[src/rtl/linebuffer_3x3_ctrl_pkg.sv]
// linebuffer_3x3_ctrl_pkg: shared FSM encoding, size codes and counter width
package linebuffer_3x3_ctrl_pkg;
  localparam int CNT_W = 8;
  localparam logic [2:0] SEL_8   = 3'd0;
  localparam logic [2:0] SEL_14  = 3'd1;
  localparam logic [2:0] SEL_28  = 3'd2;
  localparam logic [2:0] SEL_56  = 3'd3;
  localparam logic [2:0] SEL_112 = 3'd4;
  localparam logic [2:0] SEL_224 = 3'd5;
  typedef enum logic [1:0] {IDLE, RUN, DONE} state_t;
endpackage

[src/rtl/linebuffer_3x3_ctrl_size_decode.sv]
// lb_size_decode: maps a size code to the feature-map side length
// ports: sel (size code in), len (side length out, 0 for illegal codes)
module lb_size_decode
  import linebuffer_3x3_ctrl_pkg::*;
#(
  parameter int LEN1 = 8,
  parameter int LEN2 = 14,
  parameter int LEN3 = 28,
  parameter int LEN4 = 56,
  parameter int LEN5 = 112,
  parameter int LEN6 = 224
) (
  input  logic [2:0]       sel,
  output logic [CNT_W-1:0] len
);
  always_comb begin
    len = sel == SEL_8   ? CNT_W'(LEN1) :
          sel == SEL_14  ? CNT_W'(LEN2) :
          sel == SEL_28  ? CNT_W'(LEN3) :
          sel == SEL_56  ? CNT_W'(LEN4) :
          sel == SEL_112 ? CNT_W'(LEN5) :
          sel == SEL_224 ? CNT_W'(LEN6) : '0;
  end
endmodule

[src/rtl/linebuffer_3x3_ctrl.sv]
// linebuffer_3x3_ctrl: raster counters and 3x3 window control for an 8-lane line buffer
// ports: clk/rst_n; start+cfg_sel launch a layer; in_valid/in_ready/pix_en pixel handshake;
// out_ready downstream backpressure; sel size code to the buffers; win_valid/win_row/win_col
// window strobe and position; busy/done layer status; cfg_err illegal-code pulse
module linebuffer_3x3_ctrl
  import linebuffer_3x3_ctrl_pkg::*;
#(
  parameter int LEN1 = 8,
  parameter int LEN2 = 14,
  parameter int LEN3 = 28,
  parameter int LEN4 = 56,
  parameter int LEN5 = 112,
  parameter int LEN6 = 224
) (
  input  logic             clk,
  input  logic             rst_n,
  input  logic             start,
  input  logic [2:0]       cfg_sel,
  input  logic             in_valid,
  output logic             in_ready,
  input  logic             out_ready,
  output logic [2:0]       sel,
  output logic             pix_en,
  output logic             win_valid,
  output logic [CNT_W-1:0] win_row,
  output logic [CNT_W-1:0] win_col,
  output logic             busy,
  output logic             done,
  output logic             cfg_err
);
  state_t state, state_n;
  logic [CNT_W-1:0] len, row, col;
  logic start_ok, last_col, last_pix, win_hit;

  lb_size_decode #(
    .LEN1(LEN1), .LEN2(LEN2), .LEN3(LEN3), .LEN4(LEN4), .LEN5(LEN5), .LEN6(LEN6)
  ) u_dec (
    .sel(sel),
    .len(len)
  );

  assign in_ready = (state == RUN) & out_ready;
  assign pix_en   = in_valid & in_ready;
  assign busy     = state != IDLE;
  assign done     = state == DONE;
  assign start_ok = (state == IDLE) & start & (cfg_sel <= SEL_224);
  assign last_col = col == len - CNT_W'(1);
  assign last_pix = last_col & (row == len - CNT_W'(1));
  // a window is complete once two full rows and two columns of context exist
  assign win_hit  = pix_en & (row >= CNT_W'(2)) & (col >= CNT_W'(2));

  always_comb begin
    state_n = state;
    state_n = state == IDLE ? (start_ok ? RUN : IDLE) :
              state == RUN  ? (pix_en && last_pix ? DONE : RUN) : IDLE;
  end

  always_ff @(posedge clk or negedge rst_n) begin
    if (!rst_n) state <= IDLE;
    else        state <= state_n;
  end

  always_ff @(posedge clk or negedge rst_n) begin
    if (!rst_n) begin
      sel       <= '0;
      row       <= '0;
      col       <= '0;
      win_valid <= 1'b0;
      win_row   <= '0;
      win_col   <= '0;
      cfg_err   <= 1'b0;
    end else begin
      cfg_err   <= (state == IDLE) & start & (cfg_sel > SEL_224);
      win_valid <= win_hit;
      if (start_ok) begin
        sel <= cfg_sel;
        row <= '0;
        col <= '0;
      end else if (pix_en) begin
        col <= last_col ? '0 : col + CNT_W'(1);
        row <= last_col ? row + CNT_W'(1) : row;
      end
      if (win_hit) begin
        win_row <= row - CNT_W'(2);
        win_col <= col - CNT_W'(2);
      end
    end
  end
endmodule

[config.mk]
export PLATFORM = sky130hd
export DESIGN_NAME = linebuffer_3x3_ctrl
export DESIGN_NICKNAME = d
export VERILOG_FILES = /design/src/rtl/linebuffer_3x3_ctrl_pkg.sv /design/src/rtl/linebuffer_3x3_ctrl_size_decode.sv /design/src/rtl/linebuffer_3x3_ctrl.sv
export SDC_FILE = /design/constraint.sdc
export NUM_CORES = 1
export LEC_CHECK = 0
export BUFFER_PORTS_ARGS = -buffer_cell sky130_fd_sc_hd__buf_2
export CORE_UTILIZATION = 35
export CTS_CLUSTER_DIAMETER = 60
export DETAILED_ROUTE_END_ITERATION = 7
export GPL_TIMING_DRIVEN = 0
export SETUP_SLACK_MARGIN = 0.3
export SKIP_LAST_GASP = 1
export SYNTH_ARGS = -nofsm -noshare
export SYNTH_HDL_FRONTEND = slang
export SYNTH_SLANG_ARGS = --single-unit
[constraint.sdc]
create_clock -name clk -period 5.37 [get_ports clk]
set_input_delay 0.8055 -clock clk [delete_from_list [all_inputs] [get_ports clk]]
set_output_delay 0.8055 -clock clk [all_outputs]
set_load 0.1 [all_outputs]
# Yosys cells after proc, flatten, opt, wreduce, memory -nomap -nowiden
# Cells that the tools add are included.
[word_totals]
register_bits = 39
input_bits = 8
[op_classes]
add_sub_neg = 5
n_lt_le_gt_ge = 4
eq_ne = 9
n_mux = 16
n_bitwise = 8
n_reduce_logical = 7
[op_table]
columns = ["cell", "count"]
rows = [
  ["8-bit 2-to-1 mux", 12],
  ["8-bit by 1-bit adder with 8-bit output, second input constant", 2],
  ["8-bit == test", 2],
  ["8-bit by 2-bit greater-or-equal comparator with 1-bit output, second input constant", 2],
  ["8-bit by 2-bit subtractor with 8-bit output, second input constant", 2],
  ["1-bit AND", 8],
  ["8-bit by 1-bit subtractor with 8-bit output, second input constant", 1],
  ["3-bit by 2-bit == test with 1-bit output, second input constant", 2],
  ["3-bit == test, second input constant", 2],
  ["2-bit 2-to-1 mux", 3],
  ["2-bit nonzero test", 3],
  ["3-bit by 1-bit == test with 1-bit output, second input constant", 1],
  ["3-bit > comparator, second input constant", 1],
  ["3-bit <= comparator, second input constant", 1],
  ["3-bit zero test", 1],
  ["2-bit by 1-bit == test with 1-bit output, second input constant", 1],
  ["2-bit == test, second input constant", 1],
  ["2-bit zero test", 1],
  ["2-bit AND reduction", 1],
  ["1-bit logical AND", 1],
  ["1-bit 2-to-1 mux", 1],
]

# Longest topological paths before layout
[depth]
depth_word = 14
mapped_depth = 13
depth_no_buf = 10

# Cells and area by module
# A second synthesis with hierarchy kept.
[unflattened]
hier_cells = 261
hier_area_um2 = 2605.0
[by_module_without_submodules]
columns = ["module", "n_inst", "cells_per_inst", "area_each_um2", "seq_area_each_um2"]
rows = [
  ["linebuffer_3x3_ctrl", 1, 248, 2509.9, 975.9],
  ["lb_size_decode", 1, 13, 95.1, 0.0],
]

# Worst setup path before layout
# OpenSTA, ideal clock, no wires.
[synth_timing]
kind = "register to register"
startpoint = "register sel[2]"
endpoint = "register row[6]"
setup_ns = 0.078
t_arrival_ns = 3.560
t_required_ns = 5.292
setup_slack_ns = 1.732
stages_incl_launch_ff = 13
period_less_slack_ns = 3.638
cell_sequence = "dfrtp_1 buf_2 buf_1 a21o_1 ha_1 clkbuf_1 nor2b_1 a211oi_1 o32a_1 or4_4 buf_6 or3_1 a21oi_1"
[synth_between]
elab_chain_len = 11
elab_cells_between_ends = 16
[synth_rtl]
columns = ["item", "line_no", "source"]
rows = [
  ["start, declared", "linebuffer_3x3_ctrl.sv:22", "output logic [2:0] sel,"],
  ["start signal, assigned", "linebuffer_3x3_ctrl.sv:76", "sel <= cfg_sel;"],
  ["3-bit == test", "linebuffer_3x3_ctrl_size_decode.sv:22", "sel == SEL_224 ? CNT_W'(LEN6) : '0;"],
  ["8-bit 2-to-1 mux", "linebuffer_3x3_ctrl_size_decode.sv:22", ""],
  ["8-bit 2-to-1 mux", "linebuffer_3x3_ctrl_size_decode.sv:21", "sel == SEL_112 ? CNT_W'(LEN5) :"],
  ["8-bit 2-to-1 mux", "linebuffer_3x3_ctrl_size_decode.sv:20", "sel == SEL_56 ? CNT_W'(LEN4) :"],
  ["8-bit 2-to-1 mux", "linebuffer_3x3_ctrl_size_decode.sv:19", "sel == SEL_28 ? CNT_W'(LEN3) :"],
  ["8-bit 2-to-1 mux", "linebuffer_3x3_ctrl_size_decode.sv:18", "sel == SEL_14 ? CNT_W'(LEN2) :"],
  ["8-bit 2-to-1 mux (*)", "linebuffer_3x3_ctrl_size_decode.sv:17", "len = sel == SEL_8 ? CNT_W'(LEN1) :"],
  ["8-bit by 1-bit subtractor with 8-bit output (*)", "linebuffer_3x3_ctrl.sv:47", "assign last_col = col == len - CNT_W'(1);"],
  ["8-bit == test (*)", "linebuffer_3x3_ctrl.sv:47", ""],
  ["2-bit nonzero test (no source line) (*)", "-", ""],
  ["2-bit AND reduction (no source line) (*)", "-", ""],
  ["end signal, assigned", "linebuffer_3x3_ctrl.sv:81", "row <= last_col ? row + CNT_W'(1) : row;"],
  ["end, declared", "linebuffer_3x3_ctrl.sv:32", "logic [CNT_W-1:0] len, row, col;"],
]
# Mark *: on every way between the ends. The rest lies on a longest branch, timed or not.
# A chain may end at the register's enable or synchronous reset.

# Final worst setup path
[layout_timing]
startpoint = "register sel[2]"
endpoint = "register row[3]"
# The elaborated chain is that of the path after synthesis.

==> run summary <==
Status: complete, but fails checks
Failing checks: DRC
Cell area after synthesis: 2350 um^2
Antenna violations before repair: 0
Drt drc: 4
Post-CTS Hold Buffers: 0
Final Util: 42.2%
Minimum clock period: 3.34 ns
Total global routing overflow: 0
F_max: 299 MHz
Vias: 1894
Slew @ Worst Pin: 0.951 ns
Gpl congestion: 0.801
Setup TNS: 0 ns
H-tree levels: 2
Met1 Resource Use GR: 18.8%
Combinational family with the most area after synthesis: simple AND/OR/NAND/NOR gates
Worst-Skew Late Latency: 0.29 ns
Startpoint types: flop
Top-area cell type share of the netlist area: 41.6%
Syn Inst Count: 250
Register area share after synthesis: 41.6%
Mean Syn Cell Area: 9.38 um^2
Worst-path clk slew: 0.08 ns
Req. time, crit path: 5.56 ns
Clock share of power: 17.4%
# diodes: 0
Tcrit/Tclk final: 62.2%
GR Layer Usage met2: 25.3%
First-pass GRT wire length: 8.47 mm
Top FF cell, synth: dfrtp_1
Net Count, Synth: 267
Core outline area: 6420 um^2
Logic gate share of total power: 51.4%
# rows: 29
Router iterations before antenna repair: 7
Ys Warns: 0
RSZ-0062 raised after global routing: false
PostCTS Resize Cnt: 0
CP cell instances: buf_2, buf_1, a21o_1, ha_1, clkbuf_1, nor2b_1, a211oi_1, o32a_1, nor4_1, buf_2, a21oi_1, o21a_1
NetSw: 722 uW
Tot Pwr: 1.41 mW
Critical path start-end classification: reg2reg
I/O Buffers: 32
Layout cells sized above 1: 21.5%
CTS tree: built
Final WS setup: 2.03 ns
Die X: 83.9 um
CP peak stage delay: 0.47 ns
Total CTS buffers: 5
Post-synth top area cell: dfrtp_1
Count leader, synth: dfrtp_1
Commonest cells post-synth: 39 x dfrtp_1, 17 x nor2_1, 16 x inv_1
Hold Path Class: reg2reg
Number of top-level pins: 33
Final layout net count: 306
Largest net degree at the start of global routing: 40
Leakage: 1.27 nW
Switch share: 51.1%
Post-DP HPWL: 3.61 mm
WL final: 4.96 mm
Routed vias/inst: 5.17
Wire per inst: 13.5 um
CTS max path bufs: 2
Final setup fails: 0
R2R setup slack: 2.03 ns
Crit end category: flop
Design area: 2710 um^2
Synth-to-Final Area Change: 15.5%
Die height: 83.9 um
Die ar.: 7030 um^2
Synth Area in Simple Gates: 20.1%
Crit-path most repeated cell: buf_2
Post-Synth XOR/XNOR Area: 8.59%
GRT busiest layer: met2
Vias in the first global route: 1798
Top post-synthesis cells by area: dfrtp_1 42%, mux2_2 6.2%, xnor2_1 4.9%
Slew Limit Fails: 0
Peak supply drop: 0.000324 V
Final hold vios: 0
Maximum Capacitance Violations: 0
First-iteration detailed-routing DRC count: 79
ANT nets after route: 0
Total Routing Usage GR: 15.1%
Slew Limit Headroom: 35.9%
Clock Sinks: 39
Root buf cell: clkbuf_8
Critical Path AT: 3.53 ns
Setup Fix Bufs, Post-CTS: 0
Asr flop ratio synth: 100%
CP Max Fanout: 10
Pwr Density: 521 nW/um^2
Multiplexer share of the synthesized area: 7.09%
Power Internal: 691 uW
Post-synth EDFFs: 0
Register bit count reported by yosys: 39
DP Area: 2600 um^2
Setup slack at placement: 2.05 ns
GRT met3 Usage: 3.46%
Synth unique cells: 47
Adder-Cell Fraction of Synth Area: 4.80%
Crit-path slowest cell: nor4_1
Layout Skew: 0.00517 ns
Part of the power in registers: 31.1%
Synth Area in Compound Gates: 11.5%
Initial Util: 36.5%
[final cells by class]
type / instances / area (um^2)
plain buffers: 18 / 83.8
repair buffers: 32 / 160
clock buffers: 5 / 68.8
multi-input cells: 176 / 1220
well taps: 77 / 96.3
inverters: 17 / 63.8
flip-flops and latches: 39 / 976
clock inverters: 2 / 37.5
fillers: 632 / 3710
[critical path, delay by kind of cell, from the launching register on]
kind	cells	cell delay, ns
buffers and inverters	4	1.21
AOI/OAI and AO/OA	5	0.85
and+or+nand+nor	2	0.65
DFF	1	0.42
adders and majority gates	1	0.13
[cell usage in the layout, fill, tap and decap left out, drive strengths merged, types with 13 or more instances in the layout]
master / instances
dfrtp: 39
o21ai: 13
nor2: 17
inv: 16
nand2: 14
xnor2: 13
buf: 39
clkbuf: 16
mux2: 13
[cells by family after synthesis]
group | count (synthesis)
and+or+nand+nor | 87
AOI/OAI and AO/OA | 42
DFF | 39
buffers and inverters | 35
xor gates and xnor gates | 23
muxes | 15
adders and majority gates | 9
[routing by layer]
metal  routed length [um]  vias up
met5                    0        -
met4                   80        0
met3                  202        9
met2                 2390       37
met1                 2290      912
li1                     -      936
[sequential cells by signal (all words and copies together) (netlist names)]
name and cells:
sel 3, col 8, cfg_err 1, row 8, state 2, win_row 8
win_valid 1, win_col 8
[power by group through the flow]
stage	clock, mW	sequential [mW]	combinational [mW]
6_report	0.246	0.440	0.727
5_1_grt	0.260	0.451	0.774
4_1_cts	0.251	0.441	0.731
3_5_place_dp	0	0.447	0.726
3_3_place_gp	0	0.445	0.718
2_1_floorplan	0	0.766	0.275
[stage by stage]
step                hold WS, ns  cells
floorplan                 0.510    250
global placement          0.486    359
detailed placement        0.488    359
CTS                       0.507    366
global route              0.521    366
finish                    0.507    366
[final timing paths]
kind	endpoint	cells after the start	from
min in group asynchronous	sel[0]$_DFFE_PN0P_	1	rst_n
setup / recovery	row[3]$_DFFE_PN0P_	12	sel[2]$_DFFE_PN0P_
hold reg to reg	win_row[3]$_DFFE_PN0P_	1	win_row[3]$_DFFE_PN0P_
hold / removal	win_row[3]$_DFFE_PN0P_	1	win_row[3]$_DFFE_PN0P_
max in group asynchronous	row[5]$_DFFE_PN0P_	1	rst_n
setup reg to reg	row[3]$_DFFE_PN0P_	12	sel[2]$_DFFE_PN0P_
Note: power is estimated with default switching activity, not from simulation.
